## src/rtl/kirsch_pkg.sv

```systemverilog
// Shared types and defaults for the Kirsch window generator and kernel stages.
package kirsch_pkg;

   localparam int PIX_W          = 8;
   localparam int DEF_IMG_WIDTH  = 64;
   localparam int DEF_IMG_HEIGHT = 64;

   typedef logic [PIX_W-1:0] pixel_t;

   // Index 0 is p1 (top-left), index 8 is p9 (bottom-right), row-major.
   typedef pixel_t window_t [0:8];

endpackage

```

## src/rtl/kirsch_line_buf.sv

```systemverilog
// Enable-gated delay line: dout is the pixel written DEPTH enabled cycles earlier.
module kirsch_line_buf
   import kirsch_pkg::*;
#(
   parameter int DEPTH = DEF_IMG_WIDTH
) (
   input  logic             clk,
   input  logic             rst_n,
   input  logic             en,
   input  logic [PIX_W-1:0] din,
   output logic [PIX_W-1:0] dout
);

   localparam int AW = (DEPTH > 1) ? $clog2(DEPTH) : 1;

   pixel_t          mem [DEPTH];
   logic [AW-1:0]   ptr;

   // NOTE: sequential state is always assigned with <= so every flop samples pre-edge values.
   always_ff @(posedge clk) begin
      if (!rst_n) begin
         ptr <= '0;
      end else if (en) begin
         ptr <= (ptr == AW'(DEPTH - 1)) ? '0 : ptr + 1'b1;
      end
   end

   // NOTE: the storage array is deliberately not reset so it maps onto plain RAM.
   always_ff @(posedge clk) begin
      if (en) begin
         mem[ptr] <= din;
      end
   end

   // Read-before-write at the same slot yields the oldest stored pixel.
   assign dout = mem[ptr];

endmodule

```

## src/rtl/kirsch_window_gen.sv

```systemverilog
// 3x3 window generator for the Kirsch datapath; define KIRSCH_WIN_COORD_EN to add win_cx/win_cy.
module kirsch_window_gen
   import kirsch_pkg::*;
#(
   parameter int IMG_WIDTH  = DEF_IMG_WIDTH,
   parameter int IMG_HEIGHT = DEF_IMG_HEIGHT
) (
   input  logic             clk,
   input  logic             rst_n,
   input  logic [PIX_W-1:0] pix_in,
   input  logic             pix_valid,
   input  logic             pix_sof,
   output logic [PIX_W-1:0] p1,
   output logic [PIX_W-1:0] p2,
   output logic [PIX_W-1:0] p3,
   output logic [PIX_W-1:0] p4,
   output logic [PIX_W-1:0] p5,
   output logic [PIX_W-1:0] p6,
   output logic [PIX_W-1:0] p7,
   output logic [PIX_W-1:0] p8,
   output logic [PIX_W-1:0] p9,
   output logic             win_valid,
   output logic             frame_done
`ifdef KIRSCH_WIN_COORD_EN
   ,
   output logic [$clog2(IMG_WIDTH)-1:0]  win_cx,
   output logic [$clog2(IMG_HEIGHT)-1:0] win_cy
`endif
);

   localparam int CW = $clog2(IMG_WIDTH);
   localparam int RW = $clog2(IMG_HEIGHT);

   logic [CW-1:0] col, pos_c, nxt_col;
   logic [RW-1:0] row, pos_r, nxt_row;
   logic          last_c, last_r, win_hit;
   pixel_t        lb0_out, lb1_out;
   window_t       win;
   logic          pend_valid, pend_done;
`ifdef KIRSCH_WIN_COORD_EN
   logic [CW-1:0] pend_cx;
   logic [RW-1:0] pend_cy;
`endif

   // Position of the pixel being accepted; sof forces it to the frame origin.
   // NOTE: every always_comb output gets a value on every path, so no latch is inferred.
   always_comb begin
      pos_c   = pix_sof ? '0 : col;
      pos_r   = pix_sof ? '0 : row;
      last_c  = (pos_c == CW'(IMG_WIDTH - 1));
      last_r  = (pos_r == RW'(IMG_HEIGHT - 1));
      nxt_col = last_c ? '0 : pos_c + 1'b1;
      nxt_row = pos_r;
      if (last_c) begin
         nxt_row = last_r ? '0 : pos_r + 1'b1;
      end
      win_hit = (pos_c >= CW'(2)) && (pos_r >= RW'(2));
   end

   kirsch_line_buf #(.DEPTH(IMG_WIDTH)) u_lb0 (
      .clk  (clk),
      .rst_n(rst_n),
      .en   (pix_valid),
      .din  (pix_in),
      .dout (lb0_out)
   );

   kirsch_line_buf #(.DEPTH(IMG_WIDTH)) u_lb1 (
      .clk  (clk),
      .rst_n(rst_n),
      .en   (pix_valid),
      .din  (lb0_out),
      .dout (lb1_out)
   );

   // Stage 1: counters and window shift register advance on accepted pixels.
   always_ff @(posedge clk) begin
      if (!rst_n) begin
         col        <= '0;
         row        <= '0;
         pend_valid <= 1'b0;
         pend_done  <= 1'b0;
         for (int i = 0; i < 9; i++) begin
            win[i] <= '0;
         end
      end else begin
         pend_valid <= pix_valid && win_hit;
         pend_done  <= pix_valid && last_c && last_r;
         if (pix_valid) begin
            col <= nxt_col;
            row <= nxt_row;
            for (int r = 0; r < 3; r++) begin
               win[3*r]     <= win[3*r + 1];
               win[3*r + 1] <= win[3*r + 2];
            end
            win[2] <= lb1_out;
            win[5] <= lb0_out;
            win[8] <= pix_in;
         end
      end
   end

`ifdef KIRSCH_WIN_COORD_EN
   always_ff @(posedge clk) begin
      if (!rst_n) begin
         pend_cx <= '0;
         pend_cy <= '0;
      end else if (pix_valid && win_hit) begin
         pend_cx <= pos_c - 1'b1;
         pend_cy <= pos_r - 1'b1;
      end
   end
`endif

   // Stage 2: registered outputs hold the last complete window between pulses.
   always_ff @(posedge clk) begin
      if (!rst_n) begin
         win_valid  <= 1'b0;
         frame_done <= 1'b0;
         p1 <= '0; p2 <= '0; p3 <= '0;
         p4 <= '0; p5 <= '0; p6 <= '0;
         p7 <= '0; p8 <= '0; p9 <= '0;
`ifdef KIRSCH_WIN_COORD_EN
         win_cx <= '0;
         win_cy <= '0;
`endif
      end else begin
         win_valid  <= pend_valid;
         frame_done <= pend_done;
         if (pend_valid) begin
            p1 <= win[0]; p2 <= win[1]; p3 <= win[2];
            p4 <= win[3]; p5 <= win[4]; p6 <= win[5];
            p7 <= win[6]; p8 <= win[7]; p9 <= win[8];
`ifdef KIRSCH_WIN_COORD_EN
            win_cx <= pend_cx;
            win_cy <= pend_cy;
`endif
         end
      end
   end

endmodule

```

## config.mk

```make
export PLATFORM = sky130hd
export DESIGN_NAME = kirsch_window_gen
export DESIGN_NICKNAME = d
export VERILOG_FILES = /design/src/rtl/kirsch_pkg.sv /design/src/rtl/kirsch_line_buf.sv /design/src/rtl/kirsch_window_gen.sv
export SDC_FILE = /design/constraint.sdc
export NUM_CORES = 1
export LEC_CHECK = 0
export CAP_MARGIN = 20
export CORE_MARGIN = 4
export CORE_UTILIZATION = 25
export DETAILED_ROUTE_END_ITERATION = 8
export PLACE_DENSITY = 0.48
export SLEW_MARGIN = 20
export SYNTH_ARGS = -nofsm -noshare
export SYNTH_HDL_FRONTEND = slang
export SYNTH_SLANG_ARGS = --single-unit
```

## constraint.sdc

```tcl
create_clock -name clk -period 9.5 [get_ports clk]
set_input_delay 1.9 -clock clk [delete_from_list [all_inputs] [get_ports clk]]
set_output_delay 1.9 -clock clk [all_outputs]
set_load 0.05 [all_outputs]
```

# Word-level counts from Yosys, hierarchy flattened
# Memories as Yosys holds them, arrays and structs flattened. A register that Yosys moved wholly into a read port is not among the register bits.
# Cells that the tools add are included.
[op_classes] n_addsub=4 n_lt_le_gt_ge=2 n_eq_ne=4 mux=25 bitwise=9 n_reduce_logical=7
[ops] operator="8-bit 2-to-1 mux" n=9
[ops] operator="6-bit 2-to-1 mux" n=11
[ops] operator="6-bit by 1-bit adder with 6-bit output (second input constant)" n=4
[ops] operator="6-bit == test (second input constant)" n=4
[ops] operator="6-bit by 2-bit >= comparator with 1-bit output (second input constant)" n=2
[ops] operator="1-bit bitwise OR" n=9
[ops] operator="1-bit 2-to-1 mux" n=5
[ops] operator="1-bit logical AND" n=4
[ops] operator="1-bit zero test" n=3
[totals] reg_bits=76 mem_bits_rw=1096 elab_cells=68 n_memories=3
[memory_table] memory="u_lb0.mem" depth=64 word_bits=8 rd=1 rd_ports_with_merged_regs=1 wr=1 line="kirsch_line_buf.sv:16" source="pixel_t mem [DEPTH];"
[memory_table] memory="u_lb1.mem" depth=64 word_bits=8 rd=1 rd_ports_with_merged_regs=1 wr=1 line="kirsch_line_buf.sv:16"
[memory_table] memory="win" depth=9 word_bits=8 rd=9 rd_ports_with_merged_regs=3 wr=9 line="kirsch_window_gen.sv:38" source="window_t win;"

# Depth between registers and ports, before layout
# Gate-level depths: netlist of the first run.
[logic_depth] ltp_word=4 mapped_depth=9

# By module
# From an unflattened synthesis of the first run, not the netlist that was laid out.
[unflattened] hier_cells=2407 hier_area_um2=47025.1
[modules_own_cells] module="kirsch_line_buf (u_lb0)" instances=1 cells_each=946 area_each_um2=20429.6 seq_area_each_um2=15615.0
[modules_own_cells] module="kirsch_line_buf (u_lb1)" instances=1 cells_each=962 area_each_um2=20332.0 seq_area_each_um2=15615.0
[modules_own_cells] module="kirsch_window_gen" instances=1 cells_each=499 area_each_um2=6263.5 seq_area_each_um2=3923.8

# Worst setup path after synthesis of the first run
# No wires, ideal clock.
[synth_path] kind="input-to-reg" startpoint="input pix_valid" endpoint="register row[3]" arrival_ns=4.092 path_slack_ns=5.289 stages=5 path_buffers=1 path_cell_list="clkbuf_1 nor2b_1 inv_1 o31ai_1 o2bb2ai_1"
[synth_lines] item="start, declared" line="kirsch_window_gen.sv:11" source="input logic pix_valid,"
[synth_lines] item="end signal, assigned" line="kirsch_window_gen.sv:91" source="row <= nxt_row;"
[synth_lines] item="end, declared" line="kirsch_window_gen.sv:35" source="logic [RW-1:0] row, pos_r, nxt_row;"

==> results of run 1 <==
[per-stage QoR]
| stage | power, mW | hold WS, ps | std cells | utilization [%] |
|---|---|---|---|---|
| 2_1_floorplan | 6.325 | 411.9 | 2346 | - |
| 3_3_place_gp | 6.557 | 475.5 | 4811 | 27.13 |
| 3_5_place_dp | 6.557 | 460.6 | 4811 | 27.13 |
| 4_1_cts | 11.26 | 479.6 | 5032 | 29.21 |
| 5_1_grt | 11.52 | 490.9 | 5034 | 29.22 |
| 6_report | 11.12 | 464.5 | 5036 | 29.22 |
[cell families after synthesis]
kind of cell	after synthesis	synth area share, %
DFF	1208	75.23
and+or+nand+nor	434	4.646
muxes	416	16.45
buffers and inverters	143	1.462
AOI/OAI and AO/OA	133	1.939
xor gates and xnor gates	6	0.1125
adders and majority gates	6	0.1607
[worst paths after layout]
check	from	to	slack, ps	depth (start not counted)
worst max-delay path	register	u_lb1.mem[40][3]	5360	7
worst min-delay path	pend_done	frame_done	460	1
worst max register to register	register	u_lb1.mem[40][3]	5360	7
worst min register to register	pend_done	frame_done	460	1
[synthesized netlist by cell type, drive strengths merged, types with 8 or more instances]
cell type  instances
a21oi             24
a221oi             9
a22oi             36
and2              10
and3              64
buf               71
clkbuf            64
dfxtp            112
edfxtp          1096
inv                8
mux2              24
mux2i            113
mux4             279
nand2             66
nand3             17
nor2             143
nor2b             96
nor3              12
o21ai             27
o31ai             10
[cell usage in the layout (no fill, tap or decap), types with 6 or more instances in the layout]
master           count
inv_1                7
nand2_1             64
xnor2_1              6
clkbuf_8             6
a22oi_1             36
and2_1              10
nand4_1              6
bufinv_16           12
dfxtp_4              6
clkbuf_16          118
ha_1                 6
clkinv_2            24
mux2_2              21
clkbuf_1            24
buf_4               37
edfxtp_1          1096
nor2_1             143
nand3_1             17
dfxtp_1            103
buf_2                8
nor3_1              11
mux4_2             279
o21ai_4              6
nand2b_1             6
a21oi_1             24
o31ai_1             10
a221oi_1             9
and3_1              64
o21ai_0             17
clkdlybuf4s50_1     75
mux2i_1            113
clkinv_1            23
nor2b_1             95
[power by group]
part / switching (mW) / internal, mW
clock network: 2.04 / 2.66
logic: 0.318 / 0.158
registers: 0.0478 / 5.90
total: 2.41 / 8.72
[area by class of cell]
cell class              instances  area share (%)
multi-input cells             995           20.22
repair buffers                121           2.007
flip-flops and latches       1208           64.86
diodes                          3         0.01384
well taps                    2480           5.721
clock inverters                73           1.352
clock buffers                 148           5.762
inverters                       8         0.05998
[layer usage]
| metal | up-vias | GRT usage (%) |
|---|---|---|
| met5 | - | 0 |
| li1 | 9746 | - |
| met4 | 0 | 3.404 |
| met2 | 550 | 18.75 |
| met3 | 167 | 2.260 |
| met1 | 11790 | 16.04 |
[critical path: stages, from the launching register on]
cell	delay (ps)
dfxtp_4	770
buf_4	660
mux4_2	600
mux2_1	390
mux4_2	630
nand2_1	160
o21ai_4	60
buf_4	350
==> impl_metrics.json, run 1 <==
{
  "status": "complete, no violations",
  "ys_warn_count": 0,
  "place.gp.congestion": 0.7676,
  "place_hpwl_um": 69410,
  "worst_slew_margin_rel_pct": 29.32,
  "drtPass1Iterations": 5,
  "post_cts_buffers": 0,
  "required_ps": 9850,
  "synth_nets": 2364,
  "synthArstFlopShare_pct": 0,
  "cap_viol_max_count": 0,
  "startpoint_type": "register",
  "syn-cell-area_um2": 46730,
  "cts_buffers": 117,
  "synth-seq-cells": 1208,
  "wl_met3_um": 5363,
  "path_clk_slew_ps": 70,
  "postCtsHoldBufs": 0,
  "hp-class": "register to register",
  "grt-ovfl-total": 0,
  "grt_pass1_vias": 23020,
  "cts_tree": "yes",
  "setup_tns_ps": 0,
  "antenna_left": 0,
  "regArea_um2": 35180,
  "vdd_drop_max_uv": 166.1,
  "drv_slew": 0,
  "min_period_ps": 4145,
  "cts_root_buffer": "clkbuf_16",
  "synth.top_cell.area_share_pct": 70.44,
  "dieWidth_um": 440.3,
  "wire_per_inst_um": 22.67,
  "drive_gt1_share_pct": 21.31,
  "crit_type": "register to register",
  "via_count": 22250,
  "tightestPinTransition_ps": 1060,
  "dieArea_um2": 193900,
  "largest_registers": "u_lb0.mem: 512 flops, u_lb1.mem: 512 flops, win: 72 flops",
  "grt_pass1_wl_um": 166900,
  "place_ws_ps": 4732,
  "placed_area_um2": 50360,
  "worst_clock_skew_ps": 27.67,
  "start_util_pct": 25.17,
  "endpoint_kind": "register",
  "antenna_found_initial": 4,
  "clk_latency_ps": 750,
  "worst_slack_ps": 5355,
  "critPathMaxFanout": 64,
  "port_buffers": 85,
  "wl_met2_um": 54740,
  "power_density_nw_per_um2": 205.1,
  "wirelength_um": 114100,
  "leakage_nw": 16.19,
  "coreArea_um2": 185600,
  "synth-seq-area-share_pct": 75.23,
  "synth_area_leaders": "edfxtp_1 70%, mux4_2 13%, dfxtp_1 4.8%, mux2i_1 2.4%, nor2b_1 1.3%",
  "max_freq_ghz": 0.2413,
  "clock-sinks": 1208,
  "die_h_um": 440.3,
  "drc": 0,
  "finalNetCount": 2469,
  "cts_buffer_depth": 3,
  "nFillCells": 18090,
  "setup_viol": 0,
  "synthCells": 2346,
  "htree_levels": 3,
  "num_rows": 158,
  "min_period_over_period_pct": 43.63,
  "rsz0062_at_grt": "no",
  "drtIter0Drc": 1904,
  "viasPerCell": 4.419,
  "grt_max_degree": 78,
  "synth_area_leader_cell": "edfxtp_1",
  "cts_resized": 0,
  "track_usage_pct": 11.67,
  "hold_violations": 0,
  "arrival_ps": 4500,
  "synth_top_flop_cell": "edfxtp_1",
  "synth_edf_count": 1096,
  "multiInputGateArea_um2": 10970,
  "areaGrowthSynthToFinish_pct": 16.08,
  "wl_met1_um": 51150,
  "top_layer_used": "met4",
  "syn-mean-instance-area_um2": 19.92,
  "fin_area_um2": 54240,
  "synth.distinct_cells": 51,
  "boundaryPins": 86
}
Note: power is estimated with default switching activity, not from simulation.
==> run 2, diff against run 1 <==
- clock period: 9.5 -> 4 ns (I/O delays scaled with it)
==> run 2 against run 1 <==
Against the previous run: sequential share of layout area decreased by 1.5 points; combinational power increased to 2.5 times the previous value; clock skew decreased by 3.9 ps; count of clock-buffer cells in the layout increased by 11; global-route usage about the same; non-clock buffer count increased by 150; first-iteration DRC count decreased by 9.6%; critical path type unchanged; critical endpoint is now u_lb1.mem[15][4]; largest power group unchanged.
==> impl_metrics.json, run 2 (synthesis gave the netlist of run 1 again) <==
{
  "status": "complete, no violations",
  "place.gp.congestion": 0.7618,
  "cts_tree": "yes",
  "dieArea_um2": 193900,
  "post-route-util_pct": 29.93,
  "via_count": 22710,
  "hold_violations": 0,
  "grt_pass1_vias": 23130,
  "path_clk_slew_ps": 80,
  "boundaryPins": 86,
  "fin_area_um2": 55560,
  "num_rows": 158,
  "max_freq_ghz": 0.3197,
  "wire_per_inst_um": 22.08,
  "cp_slowest_cell": "dfxtp_4",
  "drv_slew": 0,
  "power_density_nw_per_um2": 472.2,
  "tightestPinTransition_ps": 1003,
  "worst_clock_skew_ps": 23.73,
  "viasPerCell": 4.377,
  "antenna_found_initial": 9,
  "grt_pass1_wl_um": 167300,
  "setup_tns_ps": 0,
  "dieWidth_um": 440.3,
  "min_period_ps": 3128,
  "finalNetCount": 2620,
  "worst-path-buf-inv": 2,
  "critPathMaxFanout": 64,
  "start_util_pct": 25.17,
  "cts_buffer_depth": 3,
  "startpoint_type": "register",
  "arrival_ps": 3560,
  "leakage_nw": 17.03,
  "worst_slew_margin_rel_pct": 32.88,
  "coreArea_um2": 185600,
  "final_cell_mix": "1096 x edfxtp_1, 279 x mux4_2, 167 x buf_4, 143 x nor2_1, 119 x clkbuf_16",
  "die_h_um": 440.3,
  "grt-ovfl-total": 0,
  "placed_area_um2": 51750,
  "post_cts_buffers": 0,
  "required_ps": 4430,
  "crit_chain": "buf_12, mux4_2, mux2_2, mux4_2, nand2_1, o21ai_4, buf_12",
  "setup_viol": 0,
  "htree_levels": 3,
  "crit_type": "register to register",
  "postCtsHoldBufs": 0,
  "drive_gt1_share_pct": 25.55,
  "min_period_over_period_pct": 78.21,
  "vdd_drop_max_uv": 421.8,
  "hp-class": "register to register",
  "layout_commonest_cell": "edfxtp_1",
  "grt_max_degree": 73,
  "place_hpwl_um": 71730,
  "areaGrowthSynthToFinish_pct": 18.91,
  "cts_buffers": 118,
  "cp_top_family": "multiplexers",
  "drtPass1Iterations": 5,
  "endpoint_kind": "register",
  "cts_root_buffer": "clkbuf_16",
  "clk_latency_ps": 740,
  "drc": 0,
  "track_usage_pct": 11.72,
  "drtIter0Drc": 1721,
  "clock-sinks": 1208,
  "cap_viol_max_count": 0,
  "port_buffers": 85,
  "largest_registers": "u_lb0.mem: 512 flops, u_lb1.mem: 512 flops, win: 72 flops",
  "antenna_left": 0,
  "rsz0062_at_grt": "no",
  "cts_resized": 0,
  "cp_slowest_stage_delay_ps": 600,
  "wirelength_um": 114600
}
==> run 2: changes by cell type in the layout (fill, tap and decap cells not counted), sizes merged <==
cell and delta:
clkinvlp +2, diode +1, buf +150, clkbuf +11
bufinv -5, clkinv -6
==> run 2: stage by stage <==
step,hold slack (ps),cells,worst slack (ps),total power [mW]
2_1_floorplan,411.9,2346,293.5,15.02
3_3_place_gp,440.7,4962,753.1,15.60
3_5_place_dp,446.7,4962,749.0,15.61
4_1_cts,441.2,5185,804.9,26.63
5_1_grt,464.1,5186,683.8,27.23
6_report,456.2,5189,871.7,26.24
==> run 2: worst paths after layout <==
path	endpoint	cells past startpoint	from	slack, ps
setup / recovery	u_lb1.mem[15][4]	7	register	870
hold / removal	frame_done	1	pend_done	460
setup reg to reg	u_lb1.mem[15][4]	7	register	870
hold reg to reg	frame_done	1	pend_done	460
==> run 2: metal layers <==
metal / share of wire, % / up-vias / global-route usage, %
met5: 0.024 / - / 0
met4: 2.1 / 4 / 2.969
met3: 4.2 / 163 / 2.206
met2: 48 / 475 / 19.31
met1: 45 / 12040 / 15.92
li1: - / 10030 / -
==> run 2: area by class of cell <==
type                       count  area [um^2]
clock buffer                 159         3228
timing repair buffer         271         2480
sequential                  1208        35180
tap                         2480         3103
clock inverter                64        566.8
inverter                       8        32.53
antenna                        4        10.01
multi-input combinational    995        10960
fill                       18050       130100
==> run 2: where the power goes <==
group	switching (mW)	leakage, nW	internal [mW]	total, mW
combinational	0.767	4.25	0.441	1.21
sequential	0.0812	10.9	14.0	14.1
clock	4.82	1.85	6.12	10.9
